===== src/rtl/intc_pkg.sv =====
// intc_pkg: shared definitions for the vectored interrupt controller.
//   state_e  - request FSM state encoding (IDLE / REQ)
//   id_width - width of an interrupt index for a given source count
package intc_pkg;

    typedef enum logic {
        IDLE = 1'b0,
        REQ  = 1'b1
    } state_e;

    // ceil(log2(n)), never less than 1 so a 2-source block still has an id bit.
    function automatic int id_width(input int n);
        int w;
        w = 0;
        while ((1 << w) < n) begin
            w++;
        end
        return (w < 1) ? 1 : w;
    endfunction

endpackage


===== src/rtl/intc_arb.sv =====
// intc_arb: combinational find-first arbiter.
//   RR_MODE = 0 : winner is the highest set index of eligible.
//   RR_MODE = 1 : search starts at (last_grant + 1) mod NUM_IRQ and ascends
//                 with wrap; the first set bit wins.
// Ports:
//   eligible   in   NUM_IRQ  candidate sources
//   last_grant in   ID_W     most recently acknowledged source (RR base)
//   winner     out  ID_W     selected source index (0 when none)
//   valid      out  1        at least one candidate present
module intc_arb
    import intc_pkg::*;
#(
    parameter  int NUM_IRQ = 8,
    parameter  int RR_MODE = 0,
    localparam int ID_W    = id_width(NUM_IRQ)
) (
    input  logic [NUM_IRQ-1:0] eligible,
    input  logic [ID_W-1:0]    last_grant,
    output logic [ID_W-1:0]    winner,
    output logic               valid
);

    logic [2*NUM_IRQ-1:0] doubled;
    logic [NUM_IRQ-1:0]   rotated;
    int                   start;

    // NOTE: every signal written here gets a default first, so no path
    // through the block leaves a value held and no latch is inferred.
    always_comb begin
        winner  = '0;
        valid   = |eligible;
        doubled = {eligible, eligible};
        rotated = '0;
        start   = 0;
        if (RR_MODE != 0) begin
            // Rotate so bit 0 of 'rotated' is the search base; the doubled
            // copy supplies the wrapped-around upper bits.
            start   = (int'(last_grant) + 1) % NUM_IRQ;
            rotated = NUM_IRQ'(doubled >> start);
            // Descending scan: the lowest offset is assigned last and wins.
            for (int i = NUM_IRQ - 1; i >= 0; i--) begin
                if (rotated[i]) begin
                    winner = ID_W'((start + i) % NUM_IRQ);
                end
            end
        end else begin
            // Ascending scan: the highest index is assigned last and wins.
            for (int i = 0; i < NUM_IRQ; i++) begin
                if (eligible[i]) begin
                    winner = ID_W'(i);
                end
            end
        end
    end

endmodule


===== src/rtl/intc_vec.sv =====
// intc_vec: vectored interrupt controller with per-source enable and
// edge/level mode, fixed-priority or round-robin arbitration, and a
// request/acknowledge handshake to the CPU.
// Ports:
//   clk       in   1        clock, rising edge
//   rst       in   1        asynchronous active-high reset
//   irq       in   NUM_IRQ  raw interrupt lines (synchronous to clk)
//   irq_en    in   NUM_IRQ  per-source enable (0 = masked from arbitration)
//   irq_edge  in   NUM_IRQ  per-source mode (1 = rising edge, 0 = level)
//   int_ack   in   1        CPU acknowledge of the current request
//   int_req   out  1        registered interrupt request
//   int_id    out  ID_W     registered index of the requested source
//   pending   out  NUM_IRQ  registered pending vector
module intc_vec
    import intc_pkg::*;
#(
    parameter  int NUM_IRQ = 8,
    parameter  int RR_MODE = 0,
    localparam int ID_W    = id_width(NUM_IRQ)
) (
    input  logic               clk,
    input  logic               rst,
    input  logic [NUM_IRQ-1:0] irq,
    input  logic [NUM_IRQ-1:0] irq_en,
    input  logic [NUM_IRQ-1:0] irq_edge,
    input  logic               int_ack,
    output logic               int_req,
    output logic [ID_W-1:0]    int_id,
    output logic [NUM_IRQ-1:0] pending
);

    state_e             state_q, state_d;
    logic [NUM_IRQ-1:0] irq_d_q, irq_d_d;
    logic [NUM_IRQ-1:0] pending_q, pending_d;
    logic [ID_W-1:0]    int_id_q, int_id_d;
    logic [ID_W-1:0]    last_grant_q, last_grant_d;

    logic [NUM_IRQ-1:0] rise;
    logic [NUM_IRQ-1:0] eligible;
    logic [NUM_IRQ-1:0] ack_clr;
    logic [ID_W-1:0]    winner;
    logic               win_valid;

    // Pending vector: edge sources latch rises and are cleared by an ack,
    // with a same-cycle rise taking precedence; level sources track irq.
    always_comb begin
        irq_d_d  = irq;
        rise     = irq & ~irq_d_q;
        eligible = pending_q & irq_en;
        ack_clr  = '0;
        if ((state_q == REQ) && int_ack && irq_edge[int_id_q]) begin
            ack_clr[int_id_q] = 1'b1;
        end
        pending_d = (irq_edge & ((pending_q & ~ack_clr) | rise))
                  | (~irq_edge & irq);
    end

    intc_arb #(
        .NUM_IRQ (NUM_IRQ),
        .RR_MODE (RR_MODE)
    ) u_arb (
        .eligible   (eligible),
        .last_grant (last_grant_q),
        .winner     (winner),
        .valid      (win_valid)
    );

    // Request FSM. The id is captured on entry to REQ and frozen until the
    // ack, regardless of later masking or deassertion of the source.
    always_comb begin
        state_d      = state_q;
        int_id_d     = int_id_q;
        last_grant_d = last_grant_q;
        case (state_q)
            IDLE: begin
                if (win_valid) begin
                    state_d  = REQ;
                    int_id_d = winner;
                end
            end
            REQ: begin
                if (int_ack) begin
                    state_d      = IDLE;
                    last_grant_d = int_id_q;
                end
            end
            default: state_d = IDLE;
        endcase
    end

    // NOTE: irq_d resets to 0, so a line already high when reset releases is
    // seen as a rising edge on the first clocked cycle.
    always_ff @(posedge clk or posedge rst) begin
        if (rst) begin
            state_q      <= IDLE;
            irq_d_q      <= '0;
            pending_q    <= '0;
            int_id_q     <= '0;
            last_grant_q <= ID_W'(NUM_IRQ - 1);
        end else begin
            // NOTE: non-blocking assignments so every flop samples the
            // pre-edge values, independent of statement order.
            state_q      <= state_d;
            irq_d_q      <= irq_d_d;
            pending_q    <= pending_d;
            int_id_q     <= int_id_d;
            last_grant_q <= last_grant_d;
        end
    end

    // int_req is a decode of the state flop, so it is registered and drops
    // with the asynchronous reset.
    assign int_req = (state_q == REQ);
    assign int_id  = int_id_q;
    assign pending = pending_q;

endmodule


===== config.mk =====
export PLATFORM = sky130hd
export DESIGN_NAME = intc_vec
export DESIGN_NICKNAME = d
export VERILOG_FILES = /design/src/rtl/intc_pkg.sv /design/src/rtl/intc_arb.sv /design/src/rtl/intc_vec.sv
export SDC_FILE = /design/constraint.sdc
export NUM_CORES = 1
export LEC_CHECK = 0
export BUFFER_PORTS_ARGS = -buffer_cell sky130_fd_sc_hd__buf_2
export CORE_UTILIZATION = 30
export CTS_BUF_LIST = sky130_fd_sc_hd__clkbuf_4 sky130_fd_sc_hd__clkbuf_8
export DETAILED_ROUTE_END_ITERATION = 8
export PLACE_DENSITY_LB_ADDON = 0.12
export SYNTH_ARGS = -nofsm -noshare
export SYNTH_HDL_FRONTEND = slang
export SYNTH_SLANG_ARGS = --single-unit
export TNS_END_PERCENT = 1

===== constraint.sdc =====
create_clock -name clk -period 1.7 [get_ports clk]
set_input_delay 0.17 -clock clk [delete_from_list [all_inputs] [get_ports clk]]
set_output_delay 0.17 -clock clk [all_outputs]
set_load 0.02 [all_outputs]

==> reports/results.ini <==
[final_layout]
layout-drive-gt1-share_pct = 36.00
nets = 153
synthToLayoutAreaGrowth_pct = 44.26
n_antenna_cell = 0

[cts]
clock_latency_ps = 310
clk_path_buf_depth = 2
cts_tree = built
root_buffer = clkbuf_4
clkSinkCount = 20
cts.clk_slew.worst_paths_ps = 120
numCtsBuffers = 3
h-tree-depth = 1

[critical_path]
critical_path_buf_inv_count = 0
required_ps = 1910
worstPathCellList = a22o_1, and3b_1, a21oi_2, mux2_1
critical_path_class = flip-flop to flip-flop
critPathMaxFanout = 4
startpoint_type = flip-flop
critical-path-max-stage-delay_ps = 400
critPathTopFamily = flip-flops
cp-end-kind = flip-flop
crit_path_top_delay_cell = dfrtp_1
cp_data_arrival_time_ps = 1630

[drt]
avgViaCountPerCell = 4.806
drt-initial-drc-count = 19
vias = 745
drtPass1Iterations = 4
wl_per_cell_um = 12.51
drc_errors = 0
finalWirelength_um = 1939
ant_nets = 0

[synth]
synth_top_cells_by_count = nand2_1 (22), dfrtp_1 (20), a32o_1 (8)
ys_seq_area_share_pct = 61.26
synth_top_cell_area_share_pct = 61.26
synthMuxAreaShare_pct = 2.757
synth.area.top_cells = dfrtp_1 (61%), nand2_1 (10%), a32o_1 (9.8%), mux2_1 (2.8%), nand3_1 (1.8%)
synth_top_family_by_area = compound AO/OA/AOI/OAI gates
syn-num-nets = 100
synth_xor_area_share_pct = 0
ys_seq_elements = 20
ys_types = 17
synth_cells = 73
synth_top_area_cell = dfrtp_1
syn_area_per_cell_um2 = 11.19
netlist_area_um2 = 817.0
synth_compound_area_share_pct = 18.07
yosysMostFrequentCell = nand2_1
ys_warn_count = 0
synth-simple-area-share_pct = 17.00
ys.flop_type = dfrtp_1
async_reset_ff_share_pct = 100.0
synth_edf_count = 0
synthAdderAreaFrac_pct = 0

[grt]
antenna_found_initial = 0
grt_usage_pct = 14.18
grt_overflow = 0
first_global_vias = 676
grt_pass1_wl_um = 2884
grt_start_max_net_pins = 21

[timing]
worst_slack_ps = 276.1
period_share_pct = 83.76
fmax_ghz = 0.7023
max-slew-margin-rel_pct = 82.73
skew_ps = 6.116
fin_tns_setup_ps = 0
finalHoldViolCount = 0
period_needed_ps = 1424
setup_viol = 0
maxSlewViolCount = 0
rsz0062_at_grt = false
worst_slew_pin_slew_ps = 258.1

[die]
coreArea_mm2 = 0.002522
die_h_um = 54.19
io_pins = 39
chipWidth_um = 54.19
rows = 18
die-area_mm2 = 0.002936
start_util_pct = 32.39

[placed_design]
dp_hpwl_um = 1438
io_buffers = 38
pre_cts_ws_ps = 284.0
gp_congestion = 0.7215

[run_status]
outcome = complete, no violations

[power_and_ir_drop]
ir_drop_mv = 0.5902
power_density_mw_per_mm2 = 1164
leakagePower_nw = 0.5647

[run]
cap_violations = 0

[hold_path]
min_path_type = primary input to flip-flop

==> cells in the final DEF, fill, tap and decap left out, drive strengths merged, types with 2 or more instances in the layout <==
cell / netlist / final
and3: 2 / 2
nor2b: 2 / 2
mux2: 2 / 2
buf: 0 / 39
clkbuf: 0 / 4
nand3: 3 / 3
inv: 2 / 2
dfrtp: 20 / 20
o211ai: 2 / 2
nor2: 2 / 2
nand2: 22 / 22
o21ai: 2 / 2
dlygate4sd3: 0 / 9
a32o: 8 / 8
==> registers in the layout, indices dropped and copies added (netlist names) <==
| name | flops |
|---|---|
| int_req | 1 |
| int_id | 3 |
| irq_d_q | 8 |
| pending | 8 |
==> path summary, 6_finish.rpt <==
path	start	endpoint	slack, ps	cells after the start
worst max-delay path	pending[5]$_DFF_PP0_	int_id[0]$_DFFE_PP0P_	280	4
worst min-delay path	irq_edge[6]	pending[6]$_DFF_PP0_	110	2
worst max register to register	pending[5]$_DFF_PP0_	int_id[0]$_DFFE_PP0P_	280	4
worst min register to register	irq_d_q[6]$_DFF_PP0_	pending[6]$_DFF_PP0_	560	2
max in group asynchronous	rst	int_req$_DFF_PP0_	1080	4
min in group asynchronous	rst	irq_d_q[7]$_DFF_PP0_	410	4
==> power by group <==
part | switching, W | leakage [nW] | internal [W]
Clock | 0.000156 | 0.0210 | 0.000131
Combinational | 0.000246 | 0.314 | 0.000188
Sequential | 0.0000954 | 0.230 | 0.000556
Total | 0.000496 | 0.565 | 0.000875
==> final cells by class <==
type                       count  area [um^2]
fill                         259         1344
sequential                    20        500.5
multi-input combinational     51        309.0
timing repair buffer          48        287.8
tap                           30        37.54
clock buffer                   4        36.28
inverter                       2        7.507
==> stage by stage <==
| stage | instance area (um^2) | instances | total power [W] | hold slack [ps] | util, % |
|---|---|---|---|---|---|
| floorplan | 817.0 | 73 | 0.0009114 | 133.8 | - |
| global placement | 1052 | 142 | 0.001079 | 210.2 | 41.72 |
| detailed placement | 1052 | 142 | 0.001082 | 214.6 | 41.72 |
| CTS | 1179 | 155 | 0.001379 | 111.1 | 46.73 |
| global route | 1179 | 155 | 0.001446 | 112.4 | 46.73 |
| finish | 1179 | 155 | 0.001372 | 107.8 | 46.73 |
==> cells by family (layout without fill, tap and decap cells) <==
kind of cell / after synthesis / count (layout)
compound gates: 17 / 17
buf+inv: 2 / 54
flops: 20 / 20
mux: 2 / 2
simple gates: 32 / 32
==> repair_timing <==
item	CTS	global route
resized for setup	0	0
endpoints found under the setup margin	0	0
endpoints found under the hold margin	28	0
hold buffers	9	0
buffers inserted	0	0
==> layer usage <==
metal  vias to the layer above  wire (um)  GRT usage, %
met3                         4        151         2.542
met1                       330        898         18.21
li1                        374          -             -
met4                         0         33         7.692
met2                        37        855         22.36
met5                         -          0             0
No activity file was read; power rests on OpenSTA's default activity.
